[src/rtl/multicycle_control_unit_pkg.sv]
// rtl/multicycle_control_unit_pkg.sv - shared encodings for the multicycle RV32I controller
package multicycle_control_unit_pkg;

  typedef enum logic [3:0] {
    S_FETCH    = 4'd0,
    S_DECODE   = 4'd1,
    S_MEMADR   = 4'd2,
    S_MEMREAD  = 4'd3,
    S_MEMWB    = 4'd4,
    S_MEMWRITE = 4'd5,
    S_EXECR    = 4'd6,
    S_EXECI    = 4'd7,
    S_ALUWB    = 4'd8,
    S_BRANCH   = 4'd9,
    S_JAL      = 4'd10
  } state_t;

  localparam logic [6:0] OP_LOAD   = 7'b0000011;
  localparam logic [6:0] OP_STORE  = 7'b0100011;
  localparam logic [6:0] OP_RTYPE  = 7'b0110011;
  localparam logic [6:0] OP_ITYPE  = 7'b0010011;
  localparam logic [6:0] OP_BRANCH = 7'b1100011;
  localparam logic [6:0] OP_JAL    = 7'b1101111;

  localparam logic [1:0] SRCA_PC    = 2'b00;
  localparam logic [1:0] SRCA_OLDPC = 2'b01;
  localparam logic [1:0] SRCA_RS1   = 2'b10;

  localparam logic [1:0] SRCB_RS2  = 2'b00;
  localparam logic [1:0] SRCB_IMM  = 2'b01;
  localparam logic [1:0] SRCB_FOUR = 2'b10;

  localparam logic [1:0] RES_ALUOUT    = 2'b00;
  localparam logic [1:0] RES_DATA      = 2'b01;
  localparam logic [1:0] RES_ALURESULT = 2'b10;

  localparam logic [1:0] IMM_I = 2'b00;
  localparam logic [1:0] IMM_S = 2'b01;
  localparam logic [1:0] IMM_B = 2'b10;
  localparam logic [1:0] IMM_J = 2'b11;

  localparam logic [1:0] ALUOP_ADD   = 2'b00;
  localparam logic [1:0] ALUOP_SUB   = 2'b01;
  localparam logic [1:0] ALUOP_FUNCT = 2'b10;

  localparam logic [2:0] F3_BEQ  = 3'b000;
  localparam logic [2:0] F3_BNE  = 3'b001;
  localparam logic [2:0] F3_BLT  = 3'b100;
  localparam logic [2:0] F3_BGE  = 3'b101;
  localparam logic [2:0] F3_BLTU = 3'b110;
  localparam logic [2:0] F3_BGEU = 3'b111;

  localparam logic [5:0] ALU_ADD  = 6'd0;
  localparam logic [5:0] ALU_SUB  = 6'd1;
  localparam logic [5:0] ALU_SLL  = 6'd2;
  localparam logic [5:0] ALU_SLT  = 6'd3;
  localparam logic [5:0] ALU_SLTU = 6'd4;
  localparam logic [5:0] ALU_XOR  = 6'd5;
  localparam logic [5:0] ALU_SRL  = 6'd6;
  localparam logic [5:0] ALU_SRA  = 6'd7;
  localparam logic [5:0] ALU_OR   = 6'd8;
  localparam logic [5:0] ALU_AND  = 6'd9;

  // States in which the shared memory port may stall on mem_ready.
  function automatic logic is_wait_state(input state_t s);
    return (s == S_FETCH) || (s == S_MEMREAD) || (s == S_MEMWRITE);
  endfunction

endpackage

[src/rtl/multicycle_control_unit_if.sv]
// rtl/multicycle_control_unit_if.sv - controller <-> datapath signal bundle
interface multicycle_control_unit_if;
  import multicycle_control_unit_pkg::*;

  logic [6:0] op;
  logic [2:0] funct3;
  logic       funct7b5;
  logic       Zero;
  logic       Neg;
  logic       Carry;
  logic       Ovf;
  logic       mem_ready;

  logic       PCWrite;
  logic       AdrSrc;
  logic       MemWrite;
  logic       IRWrite;
  logic       RegWrite;
  logic [1:0] ResultSrc;
  logic [1:0] ALUSrcA;
  logic [1:0] ALUSrcB;
  logic [1:0] ImmSrc;
  logic [5:0] ALUControl;
  logic       instr_done;
  logic       illegal;
  logic       mem_timeout;

  modport master (
    input  op, funct3, funct7b5, Zero, Neg, Carry, Ovf, mem_ready,
    output PCWrite, AdrSrc, MemWrite, IRWrite, RegWrite, ResultSrc,
           ALUSrcA, ALUSrcB, ImmSrc, ALUControl, instr_done, illegal, mem_timeout
  );

  modport slave (
    output op, funct3, funct7b5, Zero, Neg, Carry, Ovf, mem_ready,
    input  PCWrite, AdrSrc, MemWrite, IRWrite, RegWrite, ResultSrc,
           ALUSrcA, ALUSrcB, ImmSrc, ALUControl, instr_done, illegal, mem_timeout
  );

endinterface

[src/rtl/multicycle_control_unit_alu_decoder.sv]
// rtl/multicycle_control_unit_alu_decoder.sv - ALUOp/funct to ALUControl decode
module ALU_Decoder
  import multicycle_control_unit_pkg::*;
(
  input  logic       opb5,
  input  logic [2:0] funct3,
  input  logic       funct7b5,
  input  logic [1:0] ALUOp,
  output logic [5:0] ALUControl
);

  always_comb begin
    ALUControl = ALU_ADD;
    case (ALUOp)
      ALUOP_ADD: ALUControl = ALU_ADD;
      ALUOP_SUB: ALUControl = ALU_SUB;
      ALUOP_FUNCT: begin
        case (funct3)
          // Only R-type (op bit 5 set) distinguishes sub from add.
          3'b000:  ALUControl = (opb5 && funct7b5) ? ALU_SUB : ALU_ADD;
          3'b001:  ALUControl = ALU_SLL;
          3'b010:  ALUControl = ALU_SLT;
          3'b011:  ALUControl = ALU_SLTU;
          3'b100:  ALUControl = ALU_XOR;
          3'b101:  ALUControl = funct7b5 ? ALU_SRA : ALU_SRL;
          3'b110:  ALUControl = ALU_OR;
          3'b111:  ALUControl = ALU_AND;
          default: ALUControl = ALU_ADD;
        endcase
      end
      default: ALUControl = ALU_ADD;
    endcase
  end

endmodule

[src/rtl/multicycle_control_unit.sv]
// rtl/multicycle_control_unit.sv - Moore FSM controller for the shared-port multicycle RV32I core
module multicycle_control_unit
  import multicycle_control_unit_pkg::*;
#(
  parameter int EN_BRANCH_ALL = 1,
  parameter int MEM_WAIT      = 1,
  parameter int TIMEOUT       = 255
)(
  input  logic                          clk,
  input  logic                          reset,
  multicycle_control_unit_if.master     bus
);

  localparam int CW = $clog2(TIMEOUT + 1);

  state_t        state;
  state_t        state_next;
  logic [CW-1:0] wait_cnt;

  logic       rdy;
  logic       timeout;
  logic       taken;
  logic       br_legal;
  logic       is_store;
  logic [1:0] alu_op;

  logic       pc_write;
  logic       ir_write;
  logic       mem_write;
  logic       reg_write;
  logic       done;
  logic       ill;
  logic       tmo;

  assign rdy      = (MEM_WAIT != 0) ? bus.mem_ready : 1'b1;
  assign timeout  = is_wait_state(state) && !rdy && (wait_cnt == CW'(TIMEOUT));
  assign is_store = (bus.op == OP_STORE);

  always_comb begin
    taken = 1'b0;
    case (bus.funct3)
      F3_BEQ:  taken = bus.Zero;
      F3_BNE:  taken = !bus.Zero;
      F3_BLT:  taken = bus.Neg ^ bus.Ovf;
      F3_BGE:  taken = !(bus.Neg ^ bus.Ovf);
      F3_BLTU: taken = !bus.Carry;
      F3_BGEU: taken = bus.Carry;
      default: taken = 1'b0;
    endcase
  end

  assign br_legal = (EN_BRANCH_ALL != 0) ? !((bus.funct3 == 3'b010) || (bus.funct3 == 3'b011))
                                         : (bus.funct3 == F3_BEQ);

  // The counter restarts on every state change and after an abort, so each
  // wait episode gets the full TIMEOUT budget.
  always_ff @(posedge clk or posedge reset) begin
    if (reset) begin
      state    <= S_FETCH;
      wait_cnt <= '0;
    end else begin
      state <= state_next;
      if (timeout || (state_next != state)) begin
        wait_cnt <= '0;
      end else if (is_wait_state(state) && !rdy) begin
        wait_cnt <= wait_cnt + CW'(1);
      end
    end
  end

  always_comb begin
    state_next    = state;
    pc_write      = 1'b0;
    ir_write      = 1'b0;
    mem_write     = 1'b0;
    reg_write     = 1'b0;
    done          = 1'b0;
    ill           = 1'b0;
    tmo           = 1'b0;
    bus.AdrSrc    = 1'b0;
    bus.ResultSrc = RES_ALUOUT;
    bus.ALUSrcA   = SRCA_PC;
    bus.ALUSrcB   = SRCB_RS2;
    bus.ImmSrc    = IMM_I;
    alu_op        = ALUOP_ADD;

    case (state)
      S_FETCH: begin
        bus.ALUSrcB   = SRCB_FOUR;
        bus.ResultSrc = RES_ALURESULT;
        ir_write      = rdy;
        pc_write      = rdy;
        if (rdy) begin
          state_next = S_DECODE;
        end else if (timeout) begin
          tmo        = 1'b1;
          state_next = S_FETCH;
        end
      end
      S_DECODE: begin
        bus.ALUSrcA = SRCA_OLDPC;
        bus.ALUSrcB = SRCB_IMM;
        bus.ImmSrc  = IMM_B;
        case (bus.op)
          OP_LOAD, OP_STORE: state_next = S_MEMADR;
          OP_RTYPE:          state_next = S_EXECR;
          OP_ITYPE:          state_next = S_EXECI;
          OP_BRANCH:         state_next = S_BRANCH;
          OP_JAL:            state_next = S_JAL;
          default: begin
            ill        = 1'b1;
            state_next = S_FETCH;
          end
        endcase
      end
      S_MEMADR: begin
        bus.ALUSrcA = SRCA_RS1;
        bus.ALUSrcB = SRCB_IMM;
        bus.ImmSrc  = is_store ? IMM_S : IMM_I;
        state_next  = is_store ? S_MEMWRITE : S_MEMREAD;
      end
      S_MEMREAD: begin
        bus.AdrSrc = 1'b1;
        if (rdy) begin
          state_next = S_MEMWB;
        end else if (timeout) begin
          tmo        = 1'b1;
          state_next = S_FETCH;
        end
      end
      S_MEMWRITE: begin
        bus.AdrSrc = 1'b1;
        mem_write  = 1'b1;
        if (rdy) begin
          done       = 1'b1;
          state_next = S_FETCH;
        end else if (timeout) begin
          tmo        = 1'b1;
          state_next = S_FETCH;
        end
      end
      S_MEMWB: begin
        bus.ResultSrc = RES_DATA;
        reg_write     = 1'b1;
        done          = 1'b1;
        state_next    = S_FETCH;
      end
      S_EXECR: begin
        bus.ALUSrcA = SRCA_RS1;
        bus.ALUSrcB = SRCB_RS2;
        alu_op      = ALUOP_FUNCT;
        state_next  = S_ALUWB;
      end
      S_EXECI: begin
        bus.ALUSrcA = SRCA_RS1;
        bus.ALUSrcB = SRCB_IMM;
        bus.ImmSrc  = IMM_I;
        alu_op      = ALUOP_FUNCT;
        state_next  = S_ALUWB;
      end
      S_ALUWB: begin
        bus.ResultSrc = RES_ALUOUT;
        reg_write     = 1'b1;
        done          = 1'b1;
        state_next    = S_FETCH;
      end
      S_JAL: begin
        bus.ALUSrcA   = SRCA_OLDPC;
        bus.ALUSrcB   = SRCB_FOUR;
        bus.ResultSrc = RES_ALUOUT;
        pc_write      = 1'b1;
        state_next    = S_ALUWB;
      end
      S_BRANCH: begin
        bus.ALUSrcA   = SRCA_RS1;
        bus.ALUSrcB   = SRCB_RS2;
        bus.ResultSrc = RES_ALUOUT;
        alu_op        = ALUOP_SUB;
        state_next    = S_FETCH;
        if (br_legal) begin
          pc_write = taken;
          done     = 1'b1;
        end else begin
          ill = 1'b1;
        end
      end
      default: state_next = S_FETCH;
    endcase
  end

  // Strobes are masked combinationally so a reset mid-instruction writes nothing.
  assign bus.PCWrite     = pc_write  & ~reset;
  assign bus.IRWrite     = ir_write  & ~reset;
  assign bus.MemWrite    = mem_write & ~reset;
  assign bus.RegWrite    = reg_write & ~reset;
  assign bus.instr_done  = done      & ~reset;
  assign bus.illegal     = ill       & ~reset;
  assign bus.mem_timeout = tmo       & ~reset;

  ALU_Decoder u_alu_decoder (
    .opb5       (bus.op[5]),
    .funct3     (bus.funct3),
    .funct7b5   (bus.funct7b5),
    .ALUOp      (alu_op),
    .ALUControl (bus.ALUControl)
  );

endmodule

[src/flat_wrapper.sv]
// flat-port wrapper written by rule: the top's interface ports become plain ports
module multicycle_control_unit_flat import multicycle_control_unit_pkg::*;
#(
  parameter int EN_BRANCH_ALL = 1,
  parameter int MEM_WAIT      = 1,
  parameter int TIMEOUT       = 255
)
  (clk, reset, bus_op, bus_funct3, bus_funct7b5, bus_Zero, bus_Neg, bus_Carry, bus_Ovf, bus_mem_ready, bus_PCWrite, bus_AdrSrc, bus_MemWrite, bus_IRWrite, bus_RegWrite, bus_ResultSrc, bus_ALUSrcA, bus_ALUSrcB, bus_ImmSrc, bus_ALUControl, bus_instr_done, bus_illegal, bus_mem_timeout);
  multicycle_control_unit_if bus_i ();
  input  logic clk;
  input  logic reset;
  input wire logic [$bits(bus_i.op)-1:0] bus_op;
  input wire logic [$bits(bus_i.funct3)-1:0] bus_funct3;
  input wire logic [$bits(bus_i.funct7b5)-1:0] bus_funct7b5;
  input wire logic [$bits(bus_i.Zero)-1:0] bus_Zero;
  input wire logic [$bits(bus_i.Neg)-1:0] bus_Neg;
  input wire logic [$bits(bus_i.Carry)-1:0] bus_Carry;
  input wire logic [$bits(bus_i.Ovf)-1:0] bus_Ovf;
  input wire logic [$bits(bus_i.mem_ready)-1:0] bus_mem_ready;
  output wire logic [$bits(bus_i.PCWrite)-1:0] bus_PCWrite;
  output wire logic [$bits(bus_i.AdrSrc)-1:0] bus_AdrSrc;
  output wire logic [$bits(bus_i.MemWrite)-1:0] bus_MemWrite;
  output wire logic [$bits(bus_i.IRWrite)-1:0] bus_IRWrite;
  output wire logic [$bits(bus_i.RegWrite)-1:0] bus_RegWrite;
  output wire logic [$bits(bus_i.ResultSrc)-1:0] bus_ResultSrc;
  output wire logic [$bits(bus_i.ALUSrcA)-1:0] bus_ALUSrcA;
  output wire logic [$bits(bus_i.ALUSrcB)-1:0] bus_ALUSrcB;
  output wire logic [$bits(bus_i.ImmSrc)-1:0] bus_ImmSrc;
  output wire logic [$bits(bus_i.ALUControl)-1:0] bus_ALUControl;
  output wire logic [$bits(bus_i.instr_done)-1:0] bus_instr_done;
  output wire logic [$bits(bus_i.illegal)-1:0] bus_illegal;
  output wire logic [$bits(bus_i.mem_timeout)-1:0] bus_mem_timeout;
  assign bus_i.op = bus_op;
  assign bus_i.funct3 = bus_funct3;
  assign bus_i.funct7b5 = bus_funct7b5;
  assign bus_i.Zero = bus_Zero;
  assign bus_i.Neg = bus_Neg;
  assign bus_i.Carry = bus_Carry;
  assign bus_i.Ovf = bus_Ovf;
  assign bus_i.mem_ready = bus_mem_ready;
  assign bus_PCWrite = bus_i.PCWrite;
  assign bus_AdrSrc = bus_i.AdrSrc;
  assign bus_MemWrite = bus_i.MemWrite;
  assign bus_IRWrite = bus_i.IRWrite;
  assign bus_RegWrite = bus_i.RegWrite;
  assign bus_ResultSrc = bus_i.ResultSrc;
  assign bus_ALUSrcA = bus_i.ALUSrcA;
  assign bus_ALUSrcB = bus_i.ALUSrcB;
  assign bus_ImmSrc = bus_i.ImmSrc;
  assign bus_ALUControl = bus_i.ALUControl;
  assign bus_instr_done = bus_i.instr_done;
  assign bus_illegal = bus_i.illegal;
  assign bus_mem_timeout = bus_i.mem_timeout;
  multicycle_control_unit #(.EN_BRANCH_ALL(EN_BRANCH_ALL), .MEM_WAIT(MEM_WAIT), .TIMEOUT(TIMEOUT)) u_core (.clk(clk), .reset(reset), .bus(bus_i));
endmodule
[config.mk]
export PLATFORM = sky130hd
export DESIGN_NAME = multicycle_control_unit_flat
export DESIGN_NICKNAME = d
export VERILOG_FILES = /design/src/rtl/multicycle_control_unit_pkg.sv /design/src/rtl/multicycle_control_unit_if.sv /design/src/rtl/multicycle_control_unit_alu_decoder.sv /design/src/rtl/multicycle_control_unit.sv /design/src/flat_wrapper.sv
export SDC_FILE = /design/constraint.sdc
export NUM_CORES = 1
export LEC_CHECK = 0
export ABC_AREA = 1
export CAP_MARGIN = 30
export CORE_UTILIZATION = 63
export DETAILED_ROUTE_END_ITERATION = 7
export DONT_BUFFER_PORTS = 1
export HOLD_SLACK_MARGIN = 0.12
export PLACE_DENSITY_LB_ADDON = 0.3
export SETUP_SLACK_MARGIN = 0.4
export SYNTH_ARGS = -nofsm -noshare
export SYNTH_HDL_FRONTEND = slang
export SYNTH_SLANG_ARGS = --single-unit
[constraint.sdc]
create_clock -name clk -period 2.44 [get_ports clk]
set_input_delay 0.488 -clock clk [delete_from_list [all_inputs] [get_ports clk]]
set_output_delay 0.488 -clock clk [all_outputs]
set_load 0.1 [all_outputs]
==> impl_metrics.py, run 1 <==
metrics = {
    "outcome": {
        "status": "stopped before the end",
        "failed_stage": "clock tree synthesis (4_1_cts)",
        "error": "[ERROR DPL-0038] Utilization greater than 100%, impossible to legalize",
    },
    "floorplanning": {
        "start_util": 0.6986,
        "rows": 15,
        "die_w_um": 46.70,
        "die_h_um": 46.70,
        "num_io_pins": 40,
    },
    "clock_tree": {
        "cts_setup_buffers": 25,
        "clock_path_buffers": 2,
        "htreeDepth": 1,
        "hold_buffers": 1,
        "cts_buffers": 3,
        "cts-root-buf": "clkbuf_4",
        "cts_num_sinks": 12,
        "cts_resized": 53,
    },
    "yosys": {
        "synth_area_mm2": 0.001259,
        "avgSynthCellArea_um2": 6.325,
        "synth_seq_area_share": 0.2386,
        "synth_cells": 199,
        "synth_seq_cells": 12,
        "synth_warnings": 0,
        "synthDistinctLibCells": 30,
    },
    "placement": {
        "dpl.cell_count": 242,
        "place.gp.congestion": 0.9279,
        "preCtsSetupSlack_ns": 0.07698,
        "dp_hpwl_mm": 3.704,
        "port_buffers": 0,
    },
}
[metrics by stage]
step	hold slack (ns)	utilization	instance area [um2]
3_3_place_gp	0.3976	0.9632	1735
2_1_floorplan	0.4420	-	1461
3_5_place_dp	0.4072	0.9632	1735
[cells by family after synthesis]
logic type               share of synthesized area
AND/OR/NAND/NOR                             0.4672
other                                     0.002979
flip-flops                                  0.2386
buffers and inverters                       0.1332
AO/OA/AOI/OAI                              0.07951
adder cells (fa/ha/maj)                    0.02982
XOR/XNOR                                   0.04871
[cells in the mapped netlist (all sizes together)]
cell    count  area, um2
a211oi      2      15.01
o21ai       2      10.00
o211ai      2      15.01
nand3      18      105.1
conb        1      3.750
nand2      53      229.0
xor2        5      43.79
inv        34      130.1
a31oi       3      18.77
nor3        2      10.01
clkbuf      1      3.750
o31ai       1      7.510
dfrtp      12      300.3
buf         4      33.78
ha          3      37.54
nor3b       1      7.510
a21oi       5      25.02
nand4       4      25.02
nor2       43      211.5
xnor2       2      17.52
a31o        1      8.760
==> run 2, diff against run 1 <==
--- a/config.mk
+++ b/config.mk
@@ -7,12 +7,11 @@
 export LEC_CHECK = 0
 export ABC_AREA = 1
 export CAP_MARGIN = 30
-export CORE_UTILIZATION = 63
+export CORE_AREA = 2 2 63 65
 export DETAILED_ROUTE_END_ITERATION = 7
+export DIE_AREA = 0 0 65 67
 export DONT_BUFFER_PORTS = 1
-export HOLD_SLACK_MARGIN = 0.12
-export PLACE_DENSITY_LB_ADDON = 0.3
-export SETUP_SLACK_MARGIN = 0.4
+export PLACE_DENSITY_LB_ADDON = 0.15
 export SYNTH_ARGS = -nofsm -noshare
 export SYNTH_HDL_FRONTEND = slang
 export SYNTH_SLANG_ARGS = --single-unit
==> impl_metrics.py, run 2 <==
metrics = {
    "floorplanning": {
        "die_w_um": 65,
        "die_area_mm2": 0.004355,
        "fp.coreArea_mm2": 0.003606,
        "num_io_pins": 40,
        "rows": 22,
        "die_h_um": 67,
        "start_util": 0.3491,
    },
    "clock_tree": {
        "clock_path_buffers": 2,
        "cts-root-buf": "clkbuf_8",
        "insertion_delay_ns": 0.24,
        "htreeDepth": 1,
        "cts_tree": "done",
        "cts_num_sinks": 12,
        "cts_buffers": 3,
        "clk_pin_slew_ns": 0.05,
    },
    "critical_path": {
        "worstPathMaxFanout": 4,
        "r2r_slack_ns": 0.70,
        "crit_type": "reg -> out",
        "worst_setup_path_end_kind": "output port",
        "critPathArrivalTime_ns": 1.87,
        "r2r_start": "u_core.wait_cnt[0]",
        "worst-r2r-cell-count": 10,
        "cp.required_ns": 1.95,
        "timing.rr.end": "u_core.wait_cnt[3]",
        "crit_path_start_kind": "register",
    },
    "timing": {
        "rsz0062_at_grt": "true",
        "maxSlewViolCount": 0,
        "whs_ns": 0.1479,
        "max_slew.worst_pin.slew_ns": 0.5740,
        "period_share": 0.9653,
        "min_period_ns": 2.355,
        "maxSlewHeadroom": 0.6185,
        "final-setup-viol-count": 0,
        "skew_ns": 0.001123,
        "hold_violations": 0,
        "max_freq_mhz": 424.6,
    },
    "yosys": {
        "yosysTopAreaCell": "dfrtp_1",
        "synth_warnings": 0,
        "synth_seq_cells": 12,
        "yosysMostFrequentCell": "nand2_1",
        "yosys-top-cells-area": "dfrtp_1, nand2_1, inv_1",
        "synth_area_mm2": 0.001259,
        "synth_edf_count": 0,
        "synth_seq_area_share": 0.2386,
        "synthArstFlopShare": 1.000,
        "yosysTopAreaCellShare": 0.2386,
        "synth_cells": 199,
        "yosys-top-cells-count": "nand2_1, inv_1, nor2_1, nand3_1, dfrtp_1",
        "synthDistinctLibCells": 30,
        "ys.flop_type": "dfrtp_1",
        "avgSynthCellArea_um2": 6.325,
    },
    "layout": {
        "final_common_cell": "nand2_1",
        "reg_top3": "u_core.wait_cnt x8, u_core.state x4",
        "stdcell_count": 274,
        "area_growth_pct": 43.24,
        "largest_register": "u_core.wait_cnt",
        "final_cell_mix": "nand2_1, inv_1, nor2_1, buf_4, nand3_1",
        "drive_above_1_share": 0.3673,
        "largest_register_ffs": 8,
        "final_nets": 248,
        "fill_cells": 351,
        "n_antenna_cell": 0,
    },
    "routing": {
        "wl_per_cell_um": 11.70,
        "num_vias": 1281,
        "drc_errors": 0,
        "routed_wl_mm": 3.207,
        "drt-initial-drc-count": 43,
        "drt_pre_antenna_iters": 4,
        "viasPerCell": 4.675,
        "ant_nets": 0,
    },
    "outcome": {
        "status": "complete, no violations",
    },
    "power_and_ir_drop": {
        "leakagePower_nw": 0.8539,
        "power_per_cell_area_mw_per_mm2": 1045,
        "ir_drop_mv": 0.4844,
    },
    "global_routing": {
        "grt_pass1_vias": 1248,
        "grt_usage": 0.1596,
        "grt_pass1_wl_mm": 5.402,
        "grt_max_degree": 13,
        "antenna_found_initial": 0,
        "gr-total-overflow": 0,
    },
    "placement": {
        "dpl.cell_count": 267,
        "dp_hpwl_mm": 2.648,
        "port_buffers": 0,
        "place.gp.congestion": 0.9007,
    },
    "flow_run": {
        "drv_cap": 0,
    },
    "hold_path": {
        "hold_class": "in -> async",
    },
}
## run 2: kinds of logic (layout without fill, tap and decap cells)
| family | after synthesis | count (layout) | share of synthesized area |
|---|---|---|---|
| buffers and inverters | 39 | 65 | 0.1332 |
| AND/OR/NAND/NOR | 121 | 121 | 0.4672 |
| adder cells (fa/ha/maj) | 3 | 3 | 0.02982 |
| AO/OA/AOI/OAI | 16 | 16 | 0.07951 |
| flip-flops | 12 | 12 | 0.2386 |
| other | 1 | 2 | 0.002979 |
| XOR/XNOR | 7 | 7 | 0.04871 |
## run 2: through the flow
stage,util,power (mW),setup TNS [ns],setup WS (ns),instance area (um2)
floorplan,-,1.385,-0.8875,-0.5104,1351
global placement,0.4677,1.634,0,0.1714,1687
finish,0.5000,1.885,0,0.08464,1803
CTS,0.4931,1.890,0,0.01393,1778
detailed placement,0.4677,1.651,0,0.1246,1687
global route,0.5000,1.987,-0.09795,-0.04966,1803
## run 2: power breakdown
group / switching [mW] / internal [mW] / leakage [nW] / total [mW]
registers: 0.0364 / 0.235 / 0.162 / 0.272
logic: 1.04 / 0.350 / 0.663 / 1.39
clock network: 0.0777 / 0.143 / 0.0288 / 0.221
## run 2: final cells by class
type / instances / area [um2] / share of cell area
Tap cell: 48 / 60.06 / 0.03331
Multi-Input combinational cell: 149 / 937.1 / 0.5198
Sequential cell: 12 / 301.5 / 0.1672
Inverter: 34 / 133.9 / 0.07425
Clock buffer: 4 / 55.05 / 0.03053
Timing Repair Buffer: 27 / 315.3 / 0.1749
## run 2: metal layers
metal	wire length, um	vias up	GRT usage
met5	0	-	0
met4	15	0	0.03723
met3	231	2	0.05405
met2	1564	37	0.2693
met1	1395	573	0.1953
li1	-	669	-
## run 2: critical path, stage by stage, from the launching register on
cell and delay, ns:
dfrtp_1 0.39, inv_4 0.06, nor2_4 0.16, inv_2 0.06, nor2_4 0.14, inv_1 0.07, ha_2 0.17, inv_2 0.09
nor2_1 0.06, o211ai_1 0.14, a21oi_4 0.10, buf_12 0.17
## run 2: timing repair
| item | CTS | global route |
|---|---|---|
| pin swaps | 1 | 5 |
| gates resized for setup | 7 | 5 |
| setup endpoints to repair | 3 | 4 |
| setup buffers | 2 | 1 |
| hold endpoints to repair | 0 | 0 |
| hold buffers | 0 | 0 |
## run 2: worst max-delay path by stage
stage | startpoint | endpoint | slack [ns] | cells after the start
6_report | u_core.state[0] | bus_ALUControl[0] | 0.08 | 11
2_1_floorplan | u_core.state[1] | bus_ALUControl[3] | -0.51 | 6
5_1_grt | u_core.state[2] | bus_ALUControl[0] | -0.05 | 10
3_3_place_gp | u_core.state[2] | bus_ALUControl[1] | 0.17 | 10
4_1_cts | u_core.state[1] | bus_ALUControl[0] | 0.01 | 10
3_5_place_dp | u_core.state[2] | bus_ALUControl[1] | 0.12 | 10
Power figures use the tool's default switching activity.
==> run 3, diff against run 2 <==
--- a/config.mk
+++ b/config.mk
@@ -12,6 +12,9 @@
 export DIE_AREA = 0 0 65 67
 export DONT_BUFFER_PORTS = 1
 export PLACE_DENSITY_LB_ADDON = 0.15
+export RECOVER_POWER = 100
+export SETUP_SLACK_MARGIN = 0.02
 export SYNTH_ARGS = -nofsm -noshare
 export SYNTH_HDL_FRONTEND = slang
+export SYNTH_HIERARCHICAL = 1
 export SYNTH_SLANG_ARGS = --single-unit
==> impl_metrics.py, run 3 <==
metrics = {
    "power_and_ir_drop": {
        "power_per_cell_area_mw_per_mm2": 1032,
        "ir_drop_mv": 0.4618,
        "leakagePower_nw": 0.8669,
    },
    "layout": {
        "drive_above_1_share": 0.2961,
        "final_nets": 255,
        "largest_register": "u_core/wait_cnt",
        "n_antenna_cell": 0,
        "ff_latch_area_um2": 301.5,
        "utilization": 0.4500,
        "final_area_mm2": 0.001623,
        "final_cell_mix": "nand2_1, inv_1, nor2_1, nand3_1, dfrtp_1",
        "fill_cells": 382,
        "area_growth_pct": 33.03,
        "final_common_cell": "nand2_1",
        "largest_register_ffs": 8,
        "multi_input_area_um2": 844.6,
        "reg_top3": "u_core/wait_cnt x8, u_core/state x4",
    },
    "timing": {
        "max_slew.worst_pin.slew_ns": 0.6873,
        "maxSlewViolCount": 0,
        "hold_violations": 0,
        "fin_setup_tns_ns": 0,
        "layout_setup_ws_ns": 0.09415,
        "max_freq_mhz": 426.3,
        "skew_ns": 0.002548,
        "period_share": 0.9614,
        "maxSlewHeadroom": 0.5418,
        "min_period_ns": 2.346,
        "final-setup-viol-count": 0,
        "rsz0062_at_grt": "false",
    },
    "critical_path": {
        "cpLargestDelayFamily": "buffers and inverters",
        "worst_setup_path_end_kind": "output port",
        "cp_slowest_stage_delay_ns": 0.38,
        "cp.buffers_inverters": 4,
        "crit_path_start_kind": "register",
        "cp.required_ns": 1.95,
        "cp_cell_sequence": "buf_4, nand2_2, nor2_4, ha_1, inv_2, nand2_2, inv_2, nand2_2, a21oi_4, buf_12",
        "r2r_start": "u_core/state[2]",
        "r2r_slack_ns": 0.26,
        "worst_path_max_delay_cell": "dfrtp_1",
        "crit_type": "reg -> out",
        "crit_top_cell": "nand2_2",
        "worst-r2r-cell-count": 11,
        "timing.rr.end": "u_core/wait_cnt[2]",
        "critPathArrivalTime_ns": 1.86,
        "worstPathMaxFanout": 5,
    },
    "routing": {
        "ant_nets": 0,
        "routed_wl_mm": 3.142,
        "drc_errors": 0,
        "drt-initial-drc-count": 58,
        "wl_per_cell_um": 11.18,
        "drt_pre_antenna_iters": 4,
        "viasPerCell": 4.740,
        "num_vias": 1332,
    },
    "clock_tree": {
        "clk_pin_slew_ns": 0.05,
        "htreeDepth": 1,
        "cts_num_sinks": 12,
        "cts_buffers": 3,
        "cts_tree": "done",
        "insertion_delay_ns": 0.24,
        "clock_path_buffers": 2,
        "hold_buffers": 0,
        "cts-root-buf": "clkbuf_8",
    },
    "global_routing": {
        "grt_pass1_wl_mm": 5.092,
        "gr-total-overflow": 0,
        "grt_pass1_vias": 1177,
        "grt_max_degree": 13,
        "grt_usage": 0.1507,
        "antenna_found_initial": 0,
    },
    "hold_path": {
        "hold_class": "in -> async",
    },
    "placement": {
        "port_buffers": 0,
        "placed_area_mm2": 0.001639,
        "preCtsSetupSlack_ns": 0.2028,
        "dp_hpwl_mm": 2.631,
        "place.gp.congestion": 0.8878,
    },
    "floorplanning": {
        "num_io_pins": 40,
        "die_area_mm2": 0.004355,
        "die_h_um": 67,
        "rows": 22,
        "fp.coreArea_mm2": 0.003606,
        "start_util": 0.3383,
        "die_w_um": 65,
    },
    "yosys": {
        "yosysMostFrequentCell": "nand2_1",
        "synth_seq_area_share": 0.2462,
        "synth_warnings": 6,
        "synth_edf_count": 0,
        "yosys-top-cells-area": "dfrtp_1, nand2_1, nor2_1",
        "avgSynthCellArea_um2": 6.009,
        "yosysTopAreaCell": "dfrtp_1",
        "yosys-top-cells-count": "nand2_1, nor2_1, inv_1, nand3_1, dfrtp_1",
        "synth_cells": 203,
        "synthArstFlopShare": 1.000,
        "ys.flop_type": "dfrtp_1",
        "yosysTopAreaCellShare": 0.2462,
        "synthDistinctLibCells": 24,
        "synth_area_mm2": 0.001220,
        "synth_seq_cells": 12,
    },
    "flow_run": {
        "drv_cap": 0,
    },
    "outcome": {
        "status": "complete, no violations",
    },
}
[run 3: changes by cell type in the layout (fill, tap and decap cells not counted), sizes merged, moves of 3 or more]
cell    change
a21oi       +6
a31oi       -3
buf        -13
clkbuf     +14
inv         +3
nand2       +3
nand3       +3
[run 3: cells by family (layout without fill, tap and decap cells)]
group                    Yosys count  in the layout  synth area share
buffers and inverters             39             68            0.1272
AND/OR/NAND/NOR                  125            125            0.4718
flip-flops                        12             12            0.2462
AO/OA/AOI/OAI                     15             15           0.06359
XOR/XNOR                           8              8           0.05744
adder cells (fa/ha/maj)            3              3           0.03077
other                              1              2          0.003074
[run 3: area by class of cell]
class	instances	area share
clock buffers	4	0.03392
multi-input cells	153	0.5204
well taps	48	0.03701
flip-flops and latches	12	0.1858
repair buffers	28	0.1396
inverters	36	0.08327
[run 3: worst register-to-register path, delay by kind of cell, from the launching register on]
kind / cells / cell delay, ns
buffers and inverters: 3 / 0.56
and+or+nand+nor: 8 / 1.15
DFF: 1 / 0.38
[run 3: how the worst max path moves through the flow]
stage,from,end,depth (start not counted)
6_report,u_core/state[2],bus_ALUControl[1],10
5_1_grt,u_core/state[1],bus_ALUControl[1],11
4_1_cts,u_core/state[1],bus_ALUControl[1],11
3_5_place_dp,u_core/state[3],bus_ALUControl[1],10
3_3_place_gp,u_core/state[3],bus_ALUControl[1],10
2_1_floorplan,u_core/state[3],bus_ALUSrcB[0],3
[run 3: where the power goes]
part | leakage, nW | internal (mW) | total, mW | switching (mW)
logic | 0.676 | 0.250 | 1.21 | 0.958
clock network | 0.0288 | 0.142 | 0.213 | 0.0706
registers | 0.162 | 0.231 | 0.254 | 0.0238
total | 0.867 | 0.623 | 1.68 | 1.05
[run 3: repair_timing]
item	in CTS	in global routing
hold endpoints to repair	0	0
resized for setup	3	8
pin swaps	1	1
endpoints found under the setup margin	2	3
setup buffers	0	2
[run 3: layer usage]
layer	GRT usage	wire [um]
met5	0	0
met4	0.03191	10
met3	0.04054	226
met2	0.2487	1435
met1	0.1967	1469
[run 3: stage by stage]
step	instances	hold slack (ns)	power [mW]
2_1_floorplan	204	0.3584	1.237
3_3_place_gp	275	0.4001	1.535
3_5_place_dp	275	0.4092	1.544
4_1_cts	279	0.1500	1.767
5_1_grt	281	0.3805	1.779
6_report	281	0.3277	1.675
==> run 4, diff against run 3 <==
--- a/config.mk
+++ b/config.mk
@@ -11,7 +11,7 @@
 export DETAILED_ROUTE_END_ITERATION = 7
 export DIE_AREA = 0 0 65 67
 export DONT_BUFFER_PORTS = 1
-export PLACE_DENSITY_LB_ADDON = 0.15
+export PLACE_DENSITY_LB_ADDON = 0.05
 export RECOVER_POWER = 100
 export SETUP_SLACK_MARGIN = 0.02
 export SYNTH_ARGS = -nofsm -noshare
==> impl_metrics.py, run 4 (synthesis results as in run 3) <==
metrics = {
    "global_routing": {
        "grt_pass1_wl_mm": 5.271,
        "gr-total-overflow": 0,
        "grt_max_degree": 13,
        "grt_pass1_vias": 1271,
        "antenna_found_initial": 0,
        "grt_usage": 0.1548,
    },
    "layout": {
        "final_common_cell": "nand2_1",
        "drive_above_1_share": 0.2957,
        "area_growth_pct": 29.03,
        "largest_register_ffs": 8,
        "n_antenna_cell": 0,
        "final_nets": 252,
        "final_area_mm2": 0.001574,
        "final_cell_mix": "nand2_1, inv_1, nor2_1, nand3_1",
        "largest_register": "u_core/wait_cnt",
        "reg_top3": "u_core/wait_cnt x8, u_core/state x4",
    },
    "timing": {
        "rsz0062_at_grt": "false",
        "fin_setup_tns_ns": 0,
        "maxSlewHeadroom": 0.5382,
        "skew_ns": 0.0006326,
        "max_freq_mhz": 432.2,
        "period_share": 0.9483,
        "min_period_ns": 2.314,
        "maxSlewViolCount": 0,
        "layout_setup_ws_ns": 0.1263,
        "hold_violations": 0,
        "final-setup-viol-count": 0,
        "max_slew.worst_pin.slew_ns": 0.6927,
    },
    "floorplanning": {
        "die_h_um": 67,
        "fp.coreArea_mm2": 0.003606,
        "start_util": 0.3383,
        "num_io_pins": 40,
        "rows": 22,
        "die_area_mm2": 0.004355,
        "die_w_um": 65,
    },
    "critical_path": {
        "cp_slowest_stage_delay_ns": 0.38,
        "cp.buffers_inverters": 4,
        "critPathArrivalTime_ns": 1.83,
        "worst_setup_path_end_kind": "output port",
        "worstPathMaxFanout": 5,
        "worst_path_max_delay_cell": "dfrtp_1",
        "crit_type": "reg -> out",
        "cp.required_ns": 1.95,
        "crit_path_start_kind": "register",
        "cpLargestDelayFamily": "buffers and inverters",
        "cp_cell_sequence": "buf_4, nand2_4, nor2_2, ha_1, inv_2, nand2_2, inv_2, nand2_4, nor2_4, buf_6",
    },
    "clock_tree": {
        "cts_num_sinks": 12,
        "clock_path_buffers": 2,
        "insertion_delay_ns": 0.23,
        "clk_pin_slew_ns": 0.05,
        "cts-root-buf": "clkbuf_8",
        "cts_tree": "done",
        "htreeDepth": 1,
        "cts_setup_buffers": 0,
        "hold_buffers": 0,
        "cts_buffers": 3,
    },
    "routing": {
        "ant_nets": 0,
        "drt-initial-drc-count": 31,
        "wl_per_cell_um": 11.05,
        "routed_wl_mm": 3.071,
        "num_vias": 1289,
        "drc_errors": 0,
        "viasPerCell": 4.637,
        "drt_pre_antenna_iters": 4,
    },
    "flow_run": {
        "drv_cap": 0,
    },
    "power_and_ir_drop": {
        "leakagePower_nw": 0.8435,
        "ir_drop_mv": 0.4755,
        "power_per_cell_area_mw_per_mm2": 1030,
    },
    "outcome": {
        "status": "complete, no violations",
    },
    "placement": {
        "port_buffers": 0,
        "dp_hpwl_mm": 2.649,
        "placed_area_mm2": 0.001632,
        "place.gp.congestion": 0.7719,
        "preCtsSetupSlack_ns": 0.1926,
    },
    "hold_path": {
        "hold_class": "in -> async",
    },
}
[run 4: cell types whose count changed in the layout (fill, tap and decap cells not counted), moves of 2 or more]
cell,delta
clkbuf_4,-3
buf_12,-2
nor2_4,-2
nor2_2,+3
nand2_2,-2
clkbuf_2,+3
buf_4,-2
[run 4: routing by layer]
metal / routed length [um] / GRT usage / up-vias
li1: - / - / 679
met1: 1312 / 0.1622 / 587
met2: 1608 / 0.3144 / 21
met3: 133 / 0.02534 / 2
met4: 16 / 0.03989 / 0
met5: 0 / 0 / -
[run 4: report_power, final]
part / leakage (nW) / switching [mW] / internal [mW] / total, mW
clock: 0.0288 / 0.0669 / 0.142 / 0.209
sequential: 0.161 / 0.0320 / 0.232 / 0.264
combinational: 0.654 / 0.940 / 0.208 / 1.15
total: 0.844 / 1.04 / 0.583 / 1.62
[run 4: metrics by stage]
stage	utilization	hold slack, ns	instances	total power, mW
finish	0.4365	0.3320	278	1.622
CTS	0.4688	0.1494	278	1.753
global route	0.4365	0.3711	278	1.720
detailed placement	0.4525	0.4033	274	1.536
global placement	0.4525	0.4019	274	1.522
floorplan	-	0.3584	204	1.237
[run 4: final cells by class]
cell class | instances | area, um2
sequential | 12 | 302.8
multi-input combinational | 153 | 845.8
tap | 48 | 60.06
fill | 406 | 2032
timing repair buffer | 25 | 175.2
clock buffer | 4 | 55.05
inverter | 36 | 135.1
[run 4: worst paths after layout]
kind	cells past startpoint	from	endpoint	slack (ns)
setup / recovery	10	u_core/state[2]	bus_ALUControl[2]	0.13
min in group clk	1	u_core/wait_cnt[0]	u_core/wait_cnt[0]	0.45
max in group asynchronous	2	reset	u_core/state[0]	1.63
hold / removal	2	reset	u_core/state[1]	0.33
hold reg to reg	1	u_core/wait_cnt[0]	u_core/wait_cnt[0]	0.45
setup reg to reg	10	u_core/state[2]	u_core/wait_cnt[4]	0.50
[run 4: repair_timing]
action | CTS | global route
gates resized for setup | 3 | 8
pin swaps | 0 | 2
setup endpoints to repair | 2 | 3
